File: config.mk
export PLATFORM = sky130hd
export DESIGN_NAME = load_data_ext_flat
export DESIGN_NICKNAME = d
export VERILOG_FILES = /design/src/rtl/load_data_ext_if.sv /design/src/rtl/load_data_ext.sv /design/src/flat_wrapper.sv
export SDC_FILE = /design/constraint.sdc
export NUM_CORES = 1
export LEC_CHECK = 0
export BUFFER_PORTS_ARGS = -buffer_cell sky130_fd_sc_hd__buf_2
export CORE_MARGIN = 5
export CORE_UTILIZATION = 35
export CTS_CLUSTER_SIZE = 30
export DETAILED_ROUTE_END_ITERATION = 10
export SYNTH_ARGS = -nofsm -noshare
export SYNTH_HDL_FRONTEND = slang
export SYNTH_SLANG_ARGS = --single-unit
File: constraint.sdc
create_clock -name clk -period 3.8 [get_ports clk]
set_input_delay 0.38 -clock clk [delete_from_list [all_inputs] [get_ports clk]]
set_output_delay 0.38 -clock clk [all_outputs]
set_load 0.05 [all_outputs]
File: src/rtl/load_data_ext_if.sv
// Load-return bus bundle: issue side, memory read-return side and W-stage result side.
// master drives the requests and memory return; slave is the load_data_ext unit.
interface load_data_ext_if;
  logic        Req;
  logic        ld_valid;
  logic [1:0]  A;
  logic [2:0]  DE_op;
  logic        m_rdata_valid;
  logic [31:0] m_rdata;
  logic        Dout_ready;
  logic [31:0] Dout;
  logic        Dout_valid;
  logic        busy;
  logic        bus_err;
  logic        AdEL;

  modport master (
    output Req, ld_valid, A, DE_op, m_rdata_valid, m_rdata, Dout_ready,
    input  Dout, Dout_valid, busy, bus_err, AdEL
  );

  modport slave (
    input  Req, ld_valid, A, DE_op, m_rdata_valid, m_rdata, Dout_ready,
    output Dout, Dout_valid, busy, bus_err, AdEL
  );
endinterface

File: src/rtl/load_data_ext.sv
// Load-return path: latches offset/type at issue, waits for the read-return, extends and holds the result.
// Optional misaligned-load detection (AdEL) is built when LOAD_ALIGN_CHECK_EN is defined.
module load_data_ext #(
  parameter int unsigned MAX_WAIT = 16
) (
  input  logic          clk,
  input  logic          reset,
  load_data_ext_if.slave bus
);

  typedef enum logic [1:0] {IDLE, WAIT, HOLD} state_t;

  state_t      state, state_nx;
  logic [1:0]  a_q, a_nx;
  logic [2:0]  op_q, op_nx;
  logic [7:0]  cnt_q, cnt_nx;
  logic [31:0] dout_q, dout_nx;
  logic        vld_q, vld_nx;
  logic        busy_q, busy_nx;
  logic        berr_q, berr_nx;
  logic        adel_q, adel_nx;

  function automatic logic [31:0] extend(input logic [31:0] w, input logic [1:0] a,
                                         input logic [2:0] op);
    logic signed [7:0]  b;
    logic signed [15:0] h;
    logic signed [31:0] r;
    b = w[{a, 3'b000} +: 8];
    h = a[1] ? w[31:16] : w[15:0];
    case (op)
      3'b001:  r = $signed({24'd0, b});
      3'b010:  r = 32'(b);
      3'b011:  r = $signed({16'd0, h});
      3'b100:  r = 32'(h);
      default: r = $signed(w);
    endcase
    return r;
  endfunction

`ifdef LOAD_ALIGN_CHECK_EN
  function automatic logic misaligned(input logic [1:0] a, input logic [2:0] op);
    case (op)
      3'b001, 3'b010: return 1'b0;
      3'b011, 3'b100: return a[0];
      default:        return a != 2'b00;
    endcase
  endfunction
`endif

  always_comb begin
    state_nx = state;
    a_nx     = a_q;
    op_nx    = op_q;
    cnt_nx   = cnt_q;
    dout_nx  = dout_q;
    vld_nx   = vld_q;
    busy_nx  = busy_q;
    berr_nx  = berr_q;
    adel_nx  = adel_q;
    case (state)
      IDLE: begin
        if (bus.ld_valid && !bus.Req) begin
          a_nx    = bus.A;
          op_nx   = bus.DE_op;
          cnt_nx  = 8'd0;
          busy_nx = 1'b1;
`ifdef LOAD_ALIGN_CHECK_EN
          if (misaligned(bus.A, bus.DE_op)) begin
            state_nx = HOLD;
            dout_nx  = 32'd0;
            vld_nx   = 1'b1;
            adel_nx  = 1'b1;
          end else begin
            state_nx = WAIT;
          end
`else
          state_nx = WAIT;
`endif
        end
      end
      WAIT: begin
        // Flush wins over a same-cycle return
        if (bus.Req) begin
          state_nx = IDLE;
          busy_nx  = 1'b0;
        end else if (bus.m_rdata_valid) begin
          state_nx = HOLD;
          dout_nx  = extend(bus.m_rdata, a_q, op_q);
          vld_nx   = 1'b1;
        end else if (cnt_q == 8'(MAX_WAIT - 1)) begin
          state_nx = HOLD;
          dout_nx  = 32'd0;
          vld_nx   = 1'b1;
          berr_nx  = 1'b1;
        end else begin
          cnt_nx = cnt_q + 8'd1;
        end
      end
      HOLD: begin
        // Dout keeps its last value after hand-off
        if (bus.Req || bus.Dout_ready) begin
          state_nx = IDLE;
          vld_nx   = 1'b0;
          berr_nx  = 1'b0;
          adel_nx  = 1'b0;
          busy_nx  = 1'b0;
        end
      end
      default: begin
        state_nx = IDLE;
        vld_nx   = 1'b0;
        berr_nx  = 1'b0;
        adel_nx  = 1'b0;
        busy_nx  = 1'b0;
      end
    endcase
  end

  always_ff @(posedge clk) begin
    if (reset) begin
      state  <= IDLE;
      cnt_q  <= 8'd0;
      dout_q <= 32'd0;
      vld_q  <= 1'b0;
      busy_q <= 1'b0;
      berr_q <= 1'b0;
      adel_q <= 1'b0;
    end else begin
      state  <= state_nx;
      cnt_q  <= cnt_nx;
      dout_q <= dout_nx;
      vld_q  <= vld_nx;
      busy_q <= busy_nx;
      berr_q <= berr_nx;
      adel_q <= adel_nx;
    end
  end

  always_ff @(posedge clk) begin
    a_q  <= a_nx;
    op_q <= op_nx;
  end

  assign bus.Dout       = dout_q;
  assign bus.Dout_valid = vld_q;
  assign bus.busy       = busy_q;
  assign bus.bus_err    = berr_q;
`ifdef LOAD_ALIGN_CHECK_EN
  assign bus.AdEL       = adel_q;
`else
  assign bus.AdEL       = 1'b0;
`endif

endmodule

File: src/flat_wrapper.sv
// flat-port wrapper written by rule: the top's interface ports become plain ports
module load_data_ext_flat 
#(
  parameter int unsigned MAX_WAIT = 16
)
  (clk, reset, bus_Req, bus_ld_valid, bus_A, bus_DE_op, bus_m_rdata_valid, bus_m_rdata, bus_Dout_ready, bus_Dout, bus_Dout_valid, bus_busy, bus_bus_err, bus_AdEL);
  load_data_ext_if bus_i ();
  input  logic clk;
  input  logic reset;
  input wire logic [$bits(bus_i.Req)-1:0] bus_Req;
  input wire logic [$bits(bus_i.ld_valid)-1:0] bus_ld_valid;
  input wire logic [$bits(bus_i.A)-1:0] bus_A;
  input wire logic [$bits(bus_i.DE_op)-1:0] bus_DE_op;
  input wire logic [$bits(bus_i.m_rdata_valid)-1:0] bus_m_rdata_valid;
  input wire logic [$bits(bus_i.m_rdata)-1:0] bus_m_rdata;
  input wire logic [$bits(bus_i.Dout_ready)-1:0] bus_Dout_ready;
  output wire logic [$bits(bus_i.Dout)-1:0] bus_Dout;
  output wire logic [$bits(bus_i.Dout_valid)-1:0] bus_Dout_valid;
  output wire logic [$bits(bus_i.busy)-1:0] bus_busy;
  output wire logic [$bits(bus_i.bus_err)-1:0] bus_bus_err;
  output wire logic [$bits(bus_i.AdEL)-1:0] bus_AdEL;
  assign bus_i.Req = bus_Req;
  assign bus_i.ld_valid = bus_ld_valid;
  assign bus_i.A = bus_A;
  assign bus_i.DE_op = bus_DE_op;
  assign bus_i.m_rdata_valid = bus_m_rdata_valid;
  assign bus_i.m_rdata = bus_m_rdata;
  assign bus_i.Dout_ready = bus_Dout_ready;
  assign bus_Dout = bus_i.Dout;
  assign bus_Dout_valid = bus_i.Dout_valid;
  assign bus_busy = bus_i.busy;
  assign bus_bus_err = bus_i.bus_err;
  assign bus_AdEL = bus_i.AdEL;
  load_data_ext #(.MAX_WAIT(MAX_WAIT)) u_core (.clk(clk), .reset(reset), .bus(bus_i));
endmodule
==> metrics.sh <==
DP.FINAL_HPWL_UM=5550
SYNTH_COMMONEST_CELLS='45 x sky130_fd_sc_hd__dfxtp_1, 34 x sky130_fd_sc_hd__a21oi_1, 34 x sky130_fd_sc_hd__nor2_1'
MAPPEDNETLISTAREA_UM2=2580
FINALWORSTSETUPSLACK_NS=1.20
CELLPOWERDENSITY_nW_PER_UM2=351
CPMAXSTAGEDELAYCELL='sky130_fd_sc_hd__xnor2_2'
VIAS=2531
POST_CTS_RESIZED=0
SYNTH.YOSYS.WARNINGS=0
WORST_SKEW_LATE_LATENCY_NS=0.31
GRT_START_MAX_NET_PINS=34
FLOORPLAN.ROWS=31
FIRST_GLOBAL_VIAS=2454
STARTING_DENSITY_OF_THE_CORE_PCT=35.7
RSZ_0062_RAISED_AFTER_GLOBAL_ROUTING='false'
SYNTH_MOST_COMMON_CELL='sky130_fd_sc_hd__dfxtp_1'
VIAS_PER_CELL=5.34
CRITICAL_PATH_BUF_INV_COUNT=0
REPORT.FINAL.HOLD_VIOL_COUNT=0
VDD_DROP_MAX_uV=160
DRT_DRC_VIOLATIONS_LEFT=0
TIMING.MAX_CAP.VIOLATIONS=0
GRT_REMAINING_OVERFLOW=0
TRITONCTS='yes'
FP.DIEH_UM=95.8
FIN_SKEW_NS=0.0135
DIE_WIDTH_UM=95.8
CLOCK_TREE.BUFFER_DEPTH=2
PATH_MAX_FANOUT=25
DR.PASS1.ITERS=4
NUMPORTBUFFERS=77
WORST_PATH_MOST_REPEATED_CELL='sky130_fd_sc_hd__nor2_1'
POSTSYNTHCELLCOUNT=308
EDFF_COUNT_SYNTH=5
CLK_TRANSITION_REPORTED_PATHS_NS=0.10
CTS.REPAIR_TIMING.SETUP_BUFFER_COUNT=0
CTS_ROOT_BUFFER='sky130_fd_sc_hd__clkbuf_8'
PLACE_CONGESTION=0.888
TOTAL_POWER_mW=1.10
DRT-INITIAL-DRC-COUNT=127
WL_PER_CELL_UM=15.7
SYNTH_ASYNC_SR_FLOP_SHARE_PCT=0
FINAL_LAYOUT_SIZE_SUFFIX_GT1_SHARE_PCT=25.1
TIMING.CRITICAL_PATH.CELLS='nor2_1 -> xnor2_2 -> nor2_1 -> a22oi_1 -> a21oi_1'
NUMBER_OF_CELLS_IN_THE_DESIGN_AFTER_PLACEMENT=466
SYNTH_FF_TYPE='sky130_fd_sc_hd__dfxtp_1'
CTS-HOLD-FIX-BUFFERS=0
SLEW_VIOL_FINAL=0
CTS_INSERTED_BUFFERS=5
POWER.LEAKAGE_nW=1.26
DIE_AREA_UM2=9180
SYNTH_NETS=352
MIN_PATH_TYPE='in2reg'
ENDPOINT_TYPE_OF_THE_WORST_SETUP_PATH='flop'
SYNTH_SEQUENTIAL_AREA_RATIO_PCT=40.8
ANTENNA_VIOLATING_NETS_POST_ROUTE=0
NNETSFINAL=418
ANTENNA-DIODE-COUNT=0
REGTOREGSTARTPOINT='u_core.op_q[1]$_DFFE_PP_'
FIN_CRIT_SH_PCT=68.4
TIMING.SETUP.TNS_NS=0
PEAK_CLOCK_FREQUENCY_SUPPORTED_BY_TIMING_MHz=385
GROUTE.USAGE.OVERALL_PCT=16.6
PRE_CTS_WS_NS=1.20
MIN_PERIOD_NS=2.60
POST_LAYOUT_NONFILLER_INSTANCES=474
WORST_SLEW_PIN_SLEW_NS=1.12
CRITPATHLAUNCH='u_core.op_q[1]$_DFFE_PP_'
FLOORPLAN.CORE_AREA_UM2=7210
SETUP.WORST_PATH.CLASS='reg2reg'
GRT_ANTENNA_BEFORE_REPAIR=0
MAX_SLEW_MARGIN_PCT=25.2
POSTSYNTHREGISTERBITS=50
YOSYS-TOP-CELLS-AREA='sky130_fd_sc_hd__dfxtp_1 35%, sky130_fd_sc_hd__a22oi_1 7.0%, sky130_fd_sc_hd__a21oi_1 6.6%, sky130_fd_sc_hd__mux2i_1 6.6%, sky130_fd_sc_hd__edfxtp_1 5.8%'
HOLD_START='bus_DE_op[2]'
CTS.SINKS=50
SYNTH_LARGEST_TYPE_AREA_FRACTION_PCT=35.0
TIMING.CRITICAL_PATH.ARRIVAL_NS=2.78
SYNTH_AREA_LEADER_CELL='sky130_fd_sc_hd__dfxtp_1'
SETUP_VIOL=0
H-TREE-DEPTH=2
CRIT_FAMILY='XOR/XNOR gates'
SYNTH_CELL_TYPE_COUNT=46
GRT_PASS1_WL_UM=11900
FINAL_ROUTED_WIRELENGTH_ACROSS_ALL_METAL_LAYERS_UM=7420
AREA.GROWTH.SYNTH_TO_FINAL_PCT=21.2
WORST_EP_REQUIRED_TIME_NS=3.98
DESIGN.PORTCOUNT=79
OUTCOME='finished clean'
UTILIZATION_PCT=43.3
SYN_AVG_CELL_AREA_UM2=8.36
CRITPATHMAXSTAGEDELAY_NS=0.89
CP-START-KIND='flop'
==> registers in the layout, indices dropped and copies added (netlist names) <==
register and flops:
u_core.bus.busy 1, u_core.op_q 3, u_core.bus.bus_err 1, u_core.state 2
u_core.cnt_q 8, u_core.a_q 2, u_core.bus.Dout 32, u_core.bus.Dout_valid 1
==> path summary, 6_finish.rpt <==
path | endpoint | slack (ns) | depth (start not counted)
setup / recovery | u_core.bus.Dout[8]$_SDFFE_PP0P_ | 1.20 | 5
hold / removal | u_core.op_q[2]$_DFFE_PP_ | 0.25 | 1
setup reg to reg | u_core.bus.Dout[8]$_SDFFE_PP0P_ | 1.20 | 5
hold reg to reg | u_core.bus.Dout[21]$_SDFFE_PP0P_ | 0.45 | 2
==> final cells by class <==
| class | count | area, um2 |
|---|---|---|
| tap | 99 | 124 |
| timing repair buffer | 78 | 393 |
| inverter | 9 | 33.8 |
| clock inverter | 3 | 43.8 |
| fill | 782 | 4090 |
| multi-input combinational | 230 | 1410 |
| sequential | 50 | 1050 |
| clock buffer | 5 | 68.8 |
==> cells in the final DEF (no fill, tap or decap), types with 2 or more instances in the layout <==
cell type	count
sky130_fd_sc_hd__a2111oi_2	2
sky130_fd_sc_hd__a211oi_1	2
sky130_fd_sc_hd__a21oi_1	34
sky130_fd_sc_hd__a22oi_1	24
sky130_fd_sc_hd__buf_2	77
sky130_fd_sc_hd__clkbuf_8	5
sky130_fd_sc_hd__dfxtp_1	45
sky130_fd_sc_hd__edfxtp_1	5
sky130_fd_sc_hd__inv_1	9
sky130_fd_sc_hd__mux2i_1	17
sky130_fd_sc_hd__nand2_1	26
sky130_fd_sc_hd__nand2b_1	5
sky130_fd_sc_hd__nand3_1	7
sky130_fd_sc_hd__nor2_1	34
sky130_fd_sc_hd__nor2b_1	3
sky130_fd_sc_hd__o21ai_0	27
sky130_fd_sc_hd__o21ai_1	10
sky130_fd_sc_hd__o221ai_1	8
sky130_fd_sc_hd__xnor2_1	6
==> per-stage QoR <==
step / hold slack [ns] / area (um2)
finish: 0.250 / 3120
global route: 0.239 / 3120
CTS: 0.241 / 3120
detailed placement: 0.442 / 3010
global placement: 0.438 / 3010
floorplan: 0.461 / 2580
==> power by group <==
group | switching, mW | total [mW] | leakage (nW) | internal (mW)
Combinational | 0.101 | 0.152 | 0.792 | 0.0501
Clock | 0.193 | 0.390 | 0.0547 | 0.197
Sequential | 0.0132 | 0.556 | 0.410 | 0.543
Total | 0.308 | 1.10 | 1.26 | 0.790
==> layer usage <==
layer	wire length, um	global-route usage (%)
met5	0	0
met4	219	7.23
met3	425	3.05
met2	3600	28.7
met1	3180	20.0
==> kinds of logic after synthesis <==
group	synth area share, %
other	0.146
multiplexers	7.04
buffers and inverters	4.81
adder cells (fa/ha/maj)	0.874
flip-flops	40.8
AO/OA/AOI/OAI	28.5
XOR/XNOR	2.72
AND/OR/NAND/NOR	15.1
No activity file was read; power rests on OpenSTA's default activity.
